**src/rtl/fetch_sequencer_if.sv**
```systemverilog
// Sequencer bus: decode/control inputs toward fetch_sequencer, PC and status back.
// Zero latency (wires only); no backpressure, stall is carried as a plain control bit.
// Carries retire_cnt only when FETCH_RETIRE_CNT_EN is defined.
interface fetch_sequencer_if #(
  parameter int PCW  = 16,
  parameter int OFFW = 8
);
  logic            start;
  logic [PCW-1:0]  start_addr;
  logic            stall;
  logic            halt;
  logic            branch_abs;
  logic            branch_rel;
  logic [PCW-1:0]  target;
  logic [OFFW-1:0] offset;
  logic [PCW-1:0]  PC;
  logic            fetch_valid;
  logic            done;
  logic            pc_wrap;
`ifdef FETCH_RETIRE_CNT_EN
  logic [15:0]     retire_cnt;

  modport master (
    output start, start_addr, stall, halt, branch_abs, branch_rel, target, offset,
    input  PC, fetch_valid, done, pc_wrap, retire_cnt
  );

  modport slave (
    input  start, start_addr, stall, halt, branch_abs, branch_rel, target, offset,
    output PC, fetch_valid, done, pc_wrap, retire_cnt
  );
`else
  modport master (
    output start, start_addr, stall, halt, branch_abs, branch_rel, target, offset,
    input  PC, fetch_valid, done, pc_wrap
  );

  modport slave (
    input  start, start_addr, stall, halt, branch_abs, branch_rel, target, offset,
    output PC, fetch_valid, done, pc_wrap
  );
`endif
endinterface

```
**src/rtl/fetch_sequencer.sv**
```systemverilog
// PC sequencer (IDLE/RUN/HALTED) for the 9-bit-ISA core; optional retire counter via FETCH_RETIRE_CNT_EN.
// Latency: controls sampled at edge N appear on PC after edge N; one retire per unstalled RUN cycle.
// Backpressure: stall holds PC, state and flags; halt/branches are ignored while stalled.
module fetch_sequencer #(
  parameter int             PCW      = 16,
  parameter logic [PCW-1:0] START_PC = '0,
  parameter int             OFFW     = 8
) (
  input  logic              CLK,
  input  logic              reset,
  fetch_sequencer_if.slave  bus
);

  typedef enum logic [1:0] {
    S_IDLE   = 2'd0,
    S_RUN    = 2'd1,
    S_HALTED = 2'd2
  } state_t;

  state_t         state_q, state_d;
  logic [PCW-1:0] pc_q, pc_d;
  logic           done_q, done_d;
  logic           wrap_q, wrap_d;

  logic           retire;
  logic           start_acc;
  logic [PCW-1:0] rel_off;

  assign retire    = (state_q == S_RUN) && !bus.stall;
  assign start_acc = bus.start && (state_q != S_RUN);
  assign rel_off   = PCW'($signed(bus.offset));

  always_comb begin
    state_d = state_q;
    pc_d    = pc_q;
    done_d  = done_q;
    wrap_d  = wrap_q;
    case (state_q)
      S_IDLE: begin
        if (start_acc) begin
          state_d = S_RUN;
          pc_d    = bus.start_addr;
        end
      end
      S_RUN: begin
        if (retire) begin
          if (bus.halt) begin
            state_d = S_HALTED;
            done_d  = 1'b1;
          end else if (bus.branch_abs) begin
            pc_d = bus.target;
          end else if (bus.branch_rel) begin
            pc_d = pc_q + rel_off;
          end else begin
            pc_d = pc_q + PCW'(1);
            if (pc_q == {PCW{1'b1}}) wrap_d = 1'b1;
          end
        end
      end
      S_HALTED: begin
        // Restart clears both status flags on the same edge the new PC loads.
        if (start_acc) begin
          state_d = S_RUN;
          pc_d    = bus.start_addr;
          done_d  = 1'b0;
          wrap_d  = 1'b0;
        end
      end
      default: begin
        state_d = S_IDLE;
        pc_d    = START_PC;
        done_d  = 1'b0;
        wrap_d  = 1'b0;
      end
    endcase
  end

  always_ff @(posedge CLK) begin
    if (reset) begin
      state_q <= S_IDLE;
      pc_q    <= START_PC;
      done_q  <= 1'b0;
      wrap_q  <= 1'b0;
    end else begin
      state_q <= state_d;
      pc_q    <= pc_d;
      done_q  <= done_d;
      wrap_q  <= wrap_d;
    end
  end

  assign bus.PC          = pc_q;
  assign bus.fetch_valid = (state_q == S_RUN);
  assign bus.done        = done_q;
  assign bus.pc_wrap     = wrap_q;

`ifdef FETCH_RETIRE_CNT_EN
  logic [15:0] retire_cnt_q, retire_cnt_d;

  // Halt cycle counts as a retire; a new program starts counting from zero.
  always_comb begin
    retire_cnt_d = retire_cnt_q;
    if (start_acc) begin
      retire_cnt_d = 16'h0000;
    end else if (retire && (retire_cnt_q != 16'hFFFF)) begin
      retire_cnt_d = retire_cnt_q + 16'h0001;
    end
  end

  always_ff @(posedge CLK) begin
    if (reset) retire_cnt_q <= 16'h0000;
    else       retire_cnt_q <= retire_cnt_d;
  end

  assign bus.retire_cnt = retire_cnt_q;
`endif

endmodule

```
**src/flat_wrapper.sv**
```systemverilog
// flat-port wrapper written by rule: the top's interface ports become plain ports
module fetch_sequencer_flat 
#(
  parameter int             PCW      = 16,
  parameter logic [PCW-1:0] START_PC = '0,
  parameter int             OFFW     = 8
)
  (CLK, reset, bus_start, bus_start_addr, bus_stall, bus_halt, bus_branch_abs, bus_branch_rel, bus_target, bus_offset, bus_PC, bus_fetch_valid, bus_done, bus_pc_wrap);
  fetch_sequencer_if #(.PCW(PCW), .OFFW(OFFW)) bus_i ();
  input  logic CLK;
  input  logic reset;
  input wire logic [$bits(bus_i.start)-1:0] bus_start;
  input wire logic [$bits(bus_i.start_addr)-1:0] bus_start_addr;
  input wire logic [$bits(bus_i.stall)-1:0] bus_stall;
  input wire logic [$bits(bus_i.halt)-1:0] bus_halt;
  input wire logic [$bits(bus_i.branch_abs)-1:0] bus_branch_abs;
  input wire logic [$bits(bus_i.branch_rel)-1:0] bus_branch_rel;
  input wire logic [$bits(bus_i.target)-1:0] bus_target;
  input wire logic [$bits(bus_i.offset)-1:0] bus_offset;
  output wire logic [$bits(bus_i.PC)-1:0] bus_PC;
  output wire logic [$bits(bus_i.fetch_valid)-1:0] bus_fetch_valid;
  output wire logic [$bits(bus_i.done)-1:0] bus_done;
  output wire logic [$bits(bus_i.pc_wrap)-1:0] bus_pc_wrap;
  assign bus_i.start = bus_start;
  assign bus_i.start_addr = bus_start_addr;
  assign bus_i.stall = bus_stall;
  assign bus_i.halt = bus_halt;
  assign bus_i.branch_abs = bus_branch_abs;
  assign bus_i.branch_rel = bus_branch_rel;
  assign bus_i.target = bus_target;
  assign bus_i.offset = bus_offset;
  assign bus_PC = bus_i.PC;
  assign bus_fetch_valid = bus_i.fetch_valid;
  assign bus_done = bus_i.done;
  assign bus_pc_wrap = bus_i.pc_wrap;
  fetch_sequencer #(.PCW(PCW), .START_PC(START_PC), .OFFW(OFFW)) u_core (.CLK(CLK), .reset(reset), .bus(bus_i));
endmodule
```
**config.mk**
```make
export PLATFORM = sky130hd
export DESIGN_NAME = fetch_sequencer_flat
export DESIGN_NICKNAME = d
export VERILOG_FILES = /design/src/rtl/fetch_sequencer_if.sv /design/src/rtl/fetch_sequencer.sv /design/src/flat_wrapper.sv
export SDC_FILE = /design/constraint.sdc
export NUM_CORES = 1
export LEC_CHECK = 0
export CAP_MARGIN = 5
export CELL_PAD_IN_SITES_DETAIL_PLACEMENT = 1
export CELL_PAD_IN_SITES_GLOBAL_PLACEMENT = 2
export CORE_MARGIN = 4
export CORE_UTILIZATION = 28
export CTS_BUF_LIST = sky130_fd_sc_hd__clkbuf_2 sky130_fd_sc_hd__clkbuf_4 sky130_fd_sc_hd__clkbuf_8
export DETAILED_ROUTE_END_ITERATION = 8
export PLACE_DENSITY_LB_ADDON = 0.12
export SYNTH_ARGS = -nofsm -noshare
export SYNTH_HDL_FRONTEND = slang
export SYNTH_SLANG_ARGS = --single-unit
```
**constraint.sdc**
```tcl
create_clock -name CLK -period 6.68 [get_ports CLK]
set_input_delay 1.336 -clock CLK [delete_from_list [all_inputs] [get_ports CLK]]
set_output_delay 1.336 -clock CLK [all_outputs]
set_load 0.02 [all_outputs]
```
* Word-level counts from Yosys, hierarchy flattened
Index checks and enable logic that the tools add are counted.
** Word-level totals
- Flip-flop bits (word level) :: 20
- Bits of input ports :: 47
- Output and inout port bits :: 19
** Operators by class
- Add/subtract/negate cells :: 2
- Equality and inequality tests :: 12
- Multiplexer cells :: 20
- Bitwise logic cells :: 1
- Reductions and logical operators :: 9
** Operators with widths (count)
- 16-bit two-way mux :: 5
- 16-bit case mux with 2 select lines :: 1
- 16-bit by 1-bit adder with 16-bit output, second input constant :: 1
- 16-bit adder :: 1
- 16-bit equality test, second input constant :: 1
- 2-bit by 1-bit != test with 1-bit output, second input constant :: 5
- 1-bit two-way mux :: 8
- 2-bit != test, second input constant :: 4
- 7-bit AND reduction :: 1
- 2-bit two-way mux :: 3
- 1-bit case mux with 3 select lines :: 2
- 3-bit AND reduction :: 2
- 2-bit case mux with 2 select lines :: 1
- 4-bit AND reduction :: 1
- 2-bit by 1-bit equality test with 1-bit output, second input constant :: 1
- 2-bit equality test, second input constant :: 1
- 1-bit logical AND :: 2
- 2-bit zero test :: 1
- 2-bit OR reduction :: 1
- 1-bit zero test :: 1
- 1-bit NOT :: 1

* Logic depth before layout (Yosys ltp)
Gate-level depths: netlist (run 1).
- Depth after elaboration :: 7
- Mapped depth :: 12
- Mapped depth without buffers :: 11

* Worst setup path before layout (run 1)
OpenSTA, ideal clock, no wires.
- Kind :: in2reg
- From :: input bus_offset[0]
- To :: register u_core.pc_q[12] (netlist: u_core.bus.PC[12])
- Data required time :: 6.563 ns
- Slack :: 3.482 ns
- Stages :: 11
- Path buffers :: 0
- Arrival time :: 3.081 ns
- Cells stage by stage :: nand2b_1 ha_1 inv_1 fa_1 and2b_1 o21bai_4 a31oi_4 o31ai_1 a22o_1 mux2i_1 nand2_1
** On the way
- Word-level cells in the longest chain between the ends :: 6
** RTL lines
- start: declaration :: RTL line flat_wrapper.sv:19 : input wire logic [$bits(bus_i.offset)-1:0] bus_offset;
- 16-bit adder :: RTL line fetch_sequencer.sv:53 : pc_d = pc_q + rel_off;
- 16-bit two-way mux :: RTL line fetch_sequencer.sv:52 : end else if (bus.branch_rel) begin
- 16-bit two-way mux :: RTL line fetch_sequencer.sv:50 : end else if (bus.branch_abs) begin
- 16-bit two-way mux :: RTL line fetch_sequencer.sv:47 : if (bus.halt) begin
- 16-bit two-way mux :: RTL line fetch_sequencer.sv:46 : if (retire) begin
- 16-bit case mux with 2 select lines :: RTL line fetch_sequencer.sv:38 : case (state_q)
- end signal: assignment :: RTL line fetch_sequencer.sv:86 : pc_q <= pc_d;
- end: declaration :: RTL line fetch_sequencer.sv:21 : logic [PCW-1:0] pc_q, pc_d;
Every way passes these cells. The select of a mux whose other input is x is not followed.
A chain may end at the register's enable or synchronous reset.

* Worst setup path in the final report (run 1)
- From :: input bus_branch_rel
- To :: register u_core.pc_q[14] (netlist: u_core.bus.PC[14])
** On the way
- Word-level cells in the longest chain between the ends :: 5
** RTL lines
- start: declaration :: RTL line flat_wrapper.sv:17 : input wire logic [$bits(bus_i.branch_rel)-1:0] bus_branch_rel;
- 16-bit two-way mux :: RTL line fetch_sequencer.sv:52
- 16-bit two-way mux :: RTL line fetch_sequencer.sv:50
- 16-bit two-way mux :: RTL line fetch_sequencer.sv:47
- 16-bit two-way mux :: RTL line fetch_sequencer.sv:46
- 16-bit case mux with 2 select lines :: RTL line fetch_sequencer.sv:38
Every way passes these cells. The select of a mux whose other input is x is not followed.

==> results.py, run 1 <==
metrics = {
    "die": {
        "start_util_pct": 28.6,
        "core_sq_mm": 0.00721,
        "pin_count": 66,
        "die_width_um": 93.8,
        "dieArea_sq_mm": 0.00880,
        "dieHeight_um": 93.8,
        "core.rowCount": 31,
    },
    "worst_setup_path": {
        "cpLargestDelayFamily": "compound AO/OA/AOI/OAI gates",
        "path_cells": "clkdlybuf4s50_1 > nand2b_1 > ha_1 > inv_1 > fa_1 > and2b_1 > o21bai_4 > a31oi_4 > o41ai_1 > a31oi_1 > xnor2_1 > a211oi_1",
        "critPathArrivalTime_ns": 4.06,
        "crit_fanout": 9,
        "cpPeakStageDelay_ns": 0.71,
        "cp_slowest_cell": "clkdlybuf4s50_1",
        "path_buf_inv": 2,
        "worstPathRequired_ns": 6.87,
        "startpoint_type": "primary input",
        "cp-end-kind": "flip-flop",
        "worstSetupPathType": "in -> reg",
    },
    "logic_synthesis": {
        "yosys-top-cells-area": "dfxtp_1 (19%), a21oi_1 (5.8%), ha_1 (5.5%), nor2_1 (5.3%), xnor2_1 (4.2%)",
        "yosys_most_used_dff": "dfxtp_1",
        "yosysSeqAreaShare_pct": 19.4,
        "yosys.area.top_type": "dfxtp_1",
        "synthArstFlopShare_pct": 0,
        "synth_edf_count": 0,
        "synth_warnings": 0,
        "synth_cell_types": 68,
        "ys_ff_latch": 20,
        "synth_cells": 280,
        "synth_nets": 337,
        "syn_area_per_cell_sq_um": 7.36,
        "netlist_area_sq_mm": 0.00206,
        "netlist.area_leader.share_pct": 19.4,
    },
    "timing": {
        "tightest_slew_ns": 0.940,
        "min_period_ns": 3.86,
        "hold_viol_final": 0,
        "fmax_mhz": 259,
        "rsz0062_at_grt": "false",
        "timing.final.crit_share_pct": 57.8,
        "slew_viol_final": 0,
        "hold_ws_ns": 0.510,
        "slew_headroom_pct": 37.3,
        "tns_ns": 0,
        "skew_ns": 0.00273,
        "setup_violations": 0,
    },
    "clock_tree": {
        "cts.sinks": 20,
        "htree_levels": 1,
        "cts_post_setup_buffers_inserted": 0,
        "path_clk_slew_ns": 0.09,
        "clock-root-buffer": "clkbuf_8",
        "clk_latency_ns": 0.27,
        "ctsResizeCount": 0,
        "cts_tree": "built",
        "numCtsBuffers": 3,
        "cts_buffer_depth": 2,
        "cts_hold_buf": 0,
    },
    "placement": {
        "gp_congestion": 0.823,
        "place_inst": 426,
        "portBuffers": 65,
        "dp_hpwl_um": 5840,
    },
    "layout": {
        "drive_gt1_share_pct": 7.55,
        "final_cells": 430,
        "final_cell_mix": "clkdlybuf4s50_1 (65), nor2_1 (29), a21oi_1 (24)",
        "area_growth_pct": 36.3,
        "diodes": 0,
        "final_common_cell": "clkdlybuf4s50_1",
        "fill_cells": 920,
        "utilization_pct": 39.0,
        "fin_nets": 389,
    },
    "grt": {
        "grt_pass1_vias": 2341,
        "grt_pass1_wl_um": 12400,
        "grt_max_degree": 28,
        "antenna_found_initial": 0,
        "grt_use_total_pct": 17.9,
        "grt.overflow.total": 0,
    },
    "detailed_routing": {
        "highest_layer": "met4",
        "wl_met1_um": 3740,
        "drc": 0,
        "routed-via-count": 2234,
        "first_pass_iters": 4,
        "drt_wl_total_um": 7670,
        "antenna_left": 0,
        "drt_iter0_drc": 74,
        "post_drt_wl_per_cell_um": 17.8,
        "viasPerCell": 5.20,
        "wl_met3_um": 276,
        "wl_met2_um": 3570,
    },
    "power": {
        "p_leak_nw": 1.03,
        "vdd_drop_max_uv": 59.7,
        "power_density_mw_per_mm2": 158,
    },
    "outcome": {
        "outcome": "complete, no violations",
    },
    "run": {
        "maxCapViolations": 0,
    },
    "worst_hold_path": {
        "hp-class": "reg -> reg",
    },
}
-- per-stage QoR --
stage	cell area, sq um	power, mW	setup slack [ns]
4_1_cts	2810	0.448	2.79
2_1_floorplan	2060	0.265	3.48
5_1_grt	2810	0.473	2.54
3_3_place_gp	2760	0.345	2.59
6_report	2810	0.443	2.82
3_5_place_dp	2760	0.346	2.51
-- cell families (layout without fill, tap and decap cells) --
kind of cell / after synthesis / after routing / share of synthesized area [%]
AO/OA/AOI/OAI: 91 / 91 / 32.6
flip-flops: 20 / 20 / 19.4
XOR/XNOR: 13 / 13 / 5.52
multiplexers: 6 / 6 / 3.03
buffers and inverters: 34 / 85 / 7.40
AND/OR/NAND/NOR: 106 / 106 / 25.6
adder cells (fa/ha/maj): 10 / 10 / 6.43
-- power breakdown --
part           leakage (nW)  internal [mW]  switching [mW]
combinational         0.835         0.0912          0.0983
sequential            0.165          0.130          0.0229
clock                0.0288         0.0527          0.0481
total                  1.03          0.274           0.169
-- sequential cells by signal (all words and copies together), names as in the netlist --
register	cells
u_core.bus.pc_wrap	1
u_core.bus.done	1
u_core.state_q	2
u_core.bus.PC	16
-- final cells by class --
type                       instances  area [sq um]  area share [%]
multi-input combinational        226          1510            53.7
timing repair buffer              68           673            24.0
sequential                        20           400            14.2
tap                               99           124            4.41
clock buffer                       4          55.1            1.96
inverter                          13          48.8            1.74
-- worst register-to-register path: stages (launching register included) --
cell     delay, ns
dfxtp_1       0.68
nand2_1       0.35
o22ai_2       0.80
nor3_1        0.17
a311o_1       0.36
a21oi_1       0.11
-- metal layers --
metal | up-vias | track usage (%)
met4 | 0 | 3.97
met3 | 6 | 2.96
li1 | 1124 | -
met2 | 51 | 28.5
met5 | - | 0
met1 | 1053 | 25.3
-- path summary, 6_finish.rpt --
check	endpoint	startpoint	slack (ns)	cells after the start
setup / recovery	u_core.bus.PC[14]	bus_branch_rel	2.82	12
setup reg to reg	u_core.bus.PC[9]	u_core.state_q[0]	4.14	5
hold / removal	u_core.bus.done	u_core.bus.done	0.51	2
hold reg to reg	u_core.bus.done	u_core.bus.done	0.51	2
-- synthesized netlist by cell type (all sizes together), types with 5 or more instances --
cell	n
dfxtp	20
inv	13
o211ai	5
and3	6
buf	11
o21ai	15
and2	7
nand2	24
a211oi	6
clkbuf	10
ha	9
a21oi	26
nor2	29
xnor2	10
nor2b	6
nor3	12
Power figures use the tool's default switching activity.
==> run 2, diff against run 1 <==
Settings changed: CORE_UTILIZATION 28 to 26.
Clock period 6.68 ns to 3.74 ns, I/O delays scaled along.
==> run 2 against run 1 <==
Net effect:
- worst hold slack worse by 0.0038 ns
- non-clock buffer count rose by 3
- clock power up 78%
- register-to-register slack got worse by 2.8 ns
- wire length rose by 3.6%
- critical path type unchanged
- critical endpoint is now u_core.bus.PC[12]
- highest routed layer unchanged
==> results.py, run 2 (synthesis gave the netlist of run 1 again) <==
metrics = {
    "outcome": {
        "outcome": "complete, no violations",
    },
    "timing": {
        "slew_headroom_pct": 40.0,
        "tightest_slew_ns": 0.899,
        "rsz0062_at_grt": "false",
        "hold_viol_final": 0,
        "slew_viol_final": 0,
        "setup_violations": 0,
        "setup_ws_ns": 0.557,
        "skew_ns": 0.00427,
        "min_period_ns": 3.18,
        "fmax_mhz": 314,
        "tns_ns": 0,
        "timing.final.crit_share_pct": 85.1,
    },
    "layout": {
        "utilization_pct": 36.7,
        "largest_reg_flops": 16,
        "diodes": 0,
        "drive_gt1_share_pct": 8.38,
        "area_growth_pct": 37.6,
        "final_common_cell": "clkdlybuf4s50_1",
        "multiInputGateArea_sq_mm": 0.00151,
        "register_area_sq_um": 400,
        "fill_cells": 969,
        "final_cell_mix": "clkdlybuf4s50_1 (65), nor2_1 (29), a21oi_1 (24)",
        "fin_nets": 392,
    },
    "worst_setup_path": {
        "critPathLaunch": "bus_branch_rel",
        "cp-end-kind": "flip-flop",
        "worstSetupPathType": "in -> reg",
        "startpoint_type": "primary input",
        "reg2reg_from": "u_core.bus.PC[0]",
        "cp_slowest_cell": "clkdlybuf4s50_1",
        "path_cells": "clkdlybuf4s50_1 > nand2b_1 > ha_1 > inv_1 > fa_1 > and2b_1 > o21bai_4 > a31oi_4 > o31ai_1 > a22o_1 > mux2i_1 > nand2_1",
        "worstPathRequired_ns": 3.90,
        "crit_fanout": 9,
        "critPathArrivalTime_ns": 3.35,
        "cpPeakStageDelay_ns": 0.59,
    },
    "power": {
        "p_comb_share_pct": 43.8,
        "power_frac_clock_pct": 22.5,
        "power_density_mw_per_mm2": 282,
        "power.internal_mw": 0.492,
        "vdd_drop_max_uv": 151,
        "seqPwrFrac_pct": 33.7,
        "switching_power_mw": 0.307,
        "p_leak_nw": 1.04,
        "sw_frac_of_total_pct": 38.4,
    },
    "placement": {
        "place_ws_ns": 0.253,
        "gp_congestion": 0.837,
        "portBuffers": 65,
        "dp_hpwl_um": 6200,
    },
    "clock_tree": {
        "cts_buffer_depth": 2,
        "cts_tree": "built",
        "path_clk_slew_ns": 0.09,
        "numCtsBuffers": 3,
        "cts_hold_buf": 0,
        "clk_latency_ns": 0.27,
        "htree_levels": 1,
        "cts.sinks": 20,
        "ctsResizeCount": 0,
        "cts_post_setup_buffers_inserted": 0,
        "clock-root-buffer": "clkbuf_8",
    },
    "grt": {
        "grt_pass1_wl_um": 12800,
        "grt_use_total_pct": 16.8,
        "grt_max_degree": 20,
        "grt_pass1_vias": 2368,
        "grt.overflow.total": 0,
        "antenna_found_initial": 0,
    },
    "die": {
        "pin_count": 66,
        "die_width_um": 97.1,
        "start_util_pct": 26.7,
        "dieArea_sq_mm": 0.00942,
        "core.rowCount": 32,
        "dieHeight_um": 97.1,
        "core_sq_mm": 0.00773,
    },
    "detailed_routing": {
        "post_drt_wl_per_cell_um": 18.2,
        "drt_wl_total_um": 7940,
        "drt_iter0_drc": 90,
        "first_pass_iters": 4,
        "routed-via-count": 2299,
        "drc": 0,
        "antenna_left": 0,
        "viasPerCell": 5.27,
    },
    "worst_hold_path": {
        "hp-class": "reg -> reg",
        "hp-start": "u_core.bus.done",
    },
    "run": {
        "maxCapViolations": 0,
    },
}
-- run 2: cell count changes in the layout (fill, tap and decap cells not counted), sizes merged --
| cell | delta |
|---|---|
| buf | +3 |
-- run 2: power groups by stage --
| stage | clock network (mW) | registers, mW | logic, mW |
|---|---|---|---|
| 6_report | 0.180 | 0.269 | 0.350 |
| 5_1_grt | 0.192 | 0.275 | 0.384 |
| 4_1_cts | 0.186 | 0.270 | 0.353 |
| 3_5_place_dp | 0 | 0.275 | 0.350 |
| 2_1_floorplan | 0 | 0.274 | 0.200 |
| 3_3_place_gp | 0 | 0.275 | 0.348 |
-- run 2: final timing paths --
check / depth (start not counted) / slack (ns) / end
max: 12 / 0.56 / u_core.bus.PC[12]
max reg2reg: 10 / 1.37 / u_core.bus.PC[12]
min: 2 / 0.51 / u_core.bus.done
min reg2reg: 2 / 0.51 / u_core.bus.done
-- run 2: layout make-up --
class	instances	area share (%)
clock buffer	4	1.94
timing repair buffer	71	24.5
inverter	13	1.72
sequential	20	14.1
multi-input combinational	226	53.2
tap	102	4.50
-- run 2: per-layer routing --
| layer | up-vias | GRT usage [%] | share of wire, % |
|---|---|---|---|
| met2 | 54 | 27.3 | 46 |
| li1 | 1133 | - | - |
| met1 | 1108 | 23.8 | 49 |
| met4 | 0 | 2.70 | 0.91 |
| met5 | - | 0 | 0 |
| met3 | 4 | 2.73 | 4.1 |
-- run 2: through the flow --
step                instance area (sq um)  hold slack (ns)  power, mW  std cells
floorplan                            2060            0.528      0.474        280
global route                         2840            0.543      0.851        436
global placement                     2780            0.485      0.623        432
detailed placement                   2780            0.491      0.625        432
finish                               2840            0.506      0.799        436
CTS                                  2840            0.520      0.809        436
-- run 2: critical path, delay by kind of cell --
| kind | cells | cell delay [ns] |
|---|---|---|
| fa+ha+maj | 2 | 0.57 |
| mux | 1 | 0.15 |
| compound gates | 4 | 0.72 |
| simple gates | 3 | 0.51 |
| buf+inv | 2 | 0.64 |
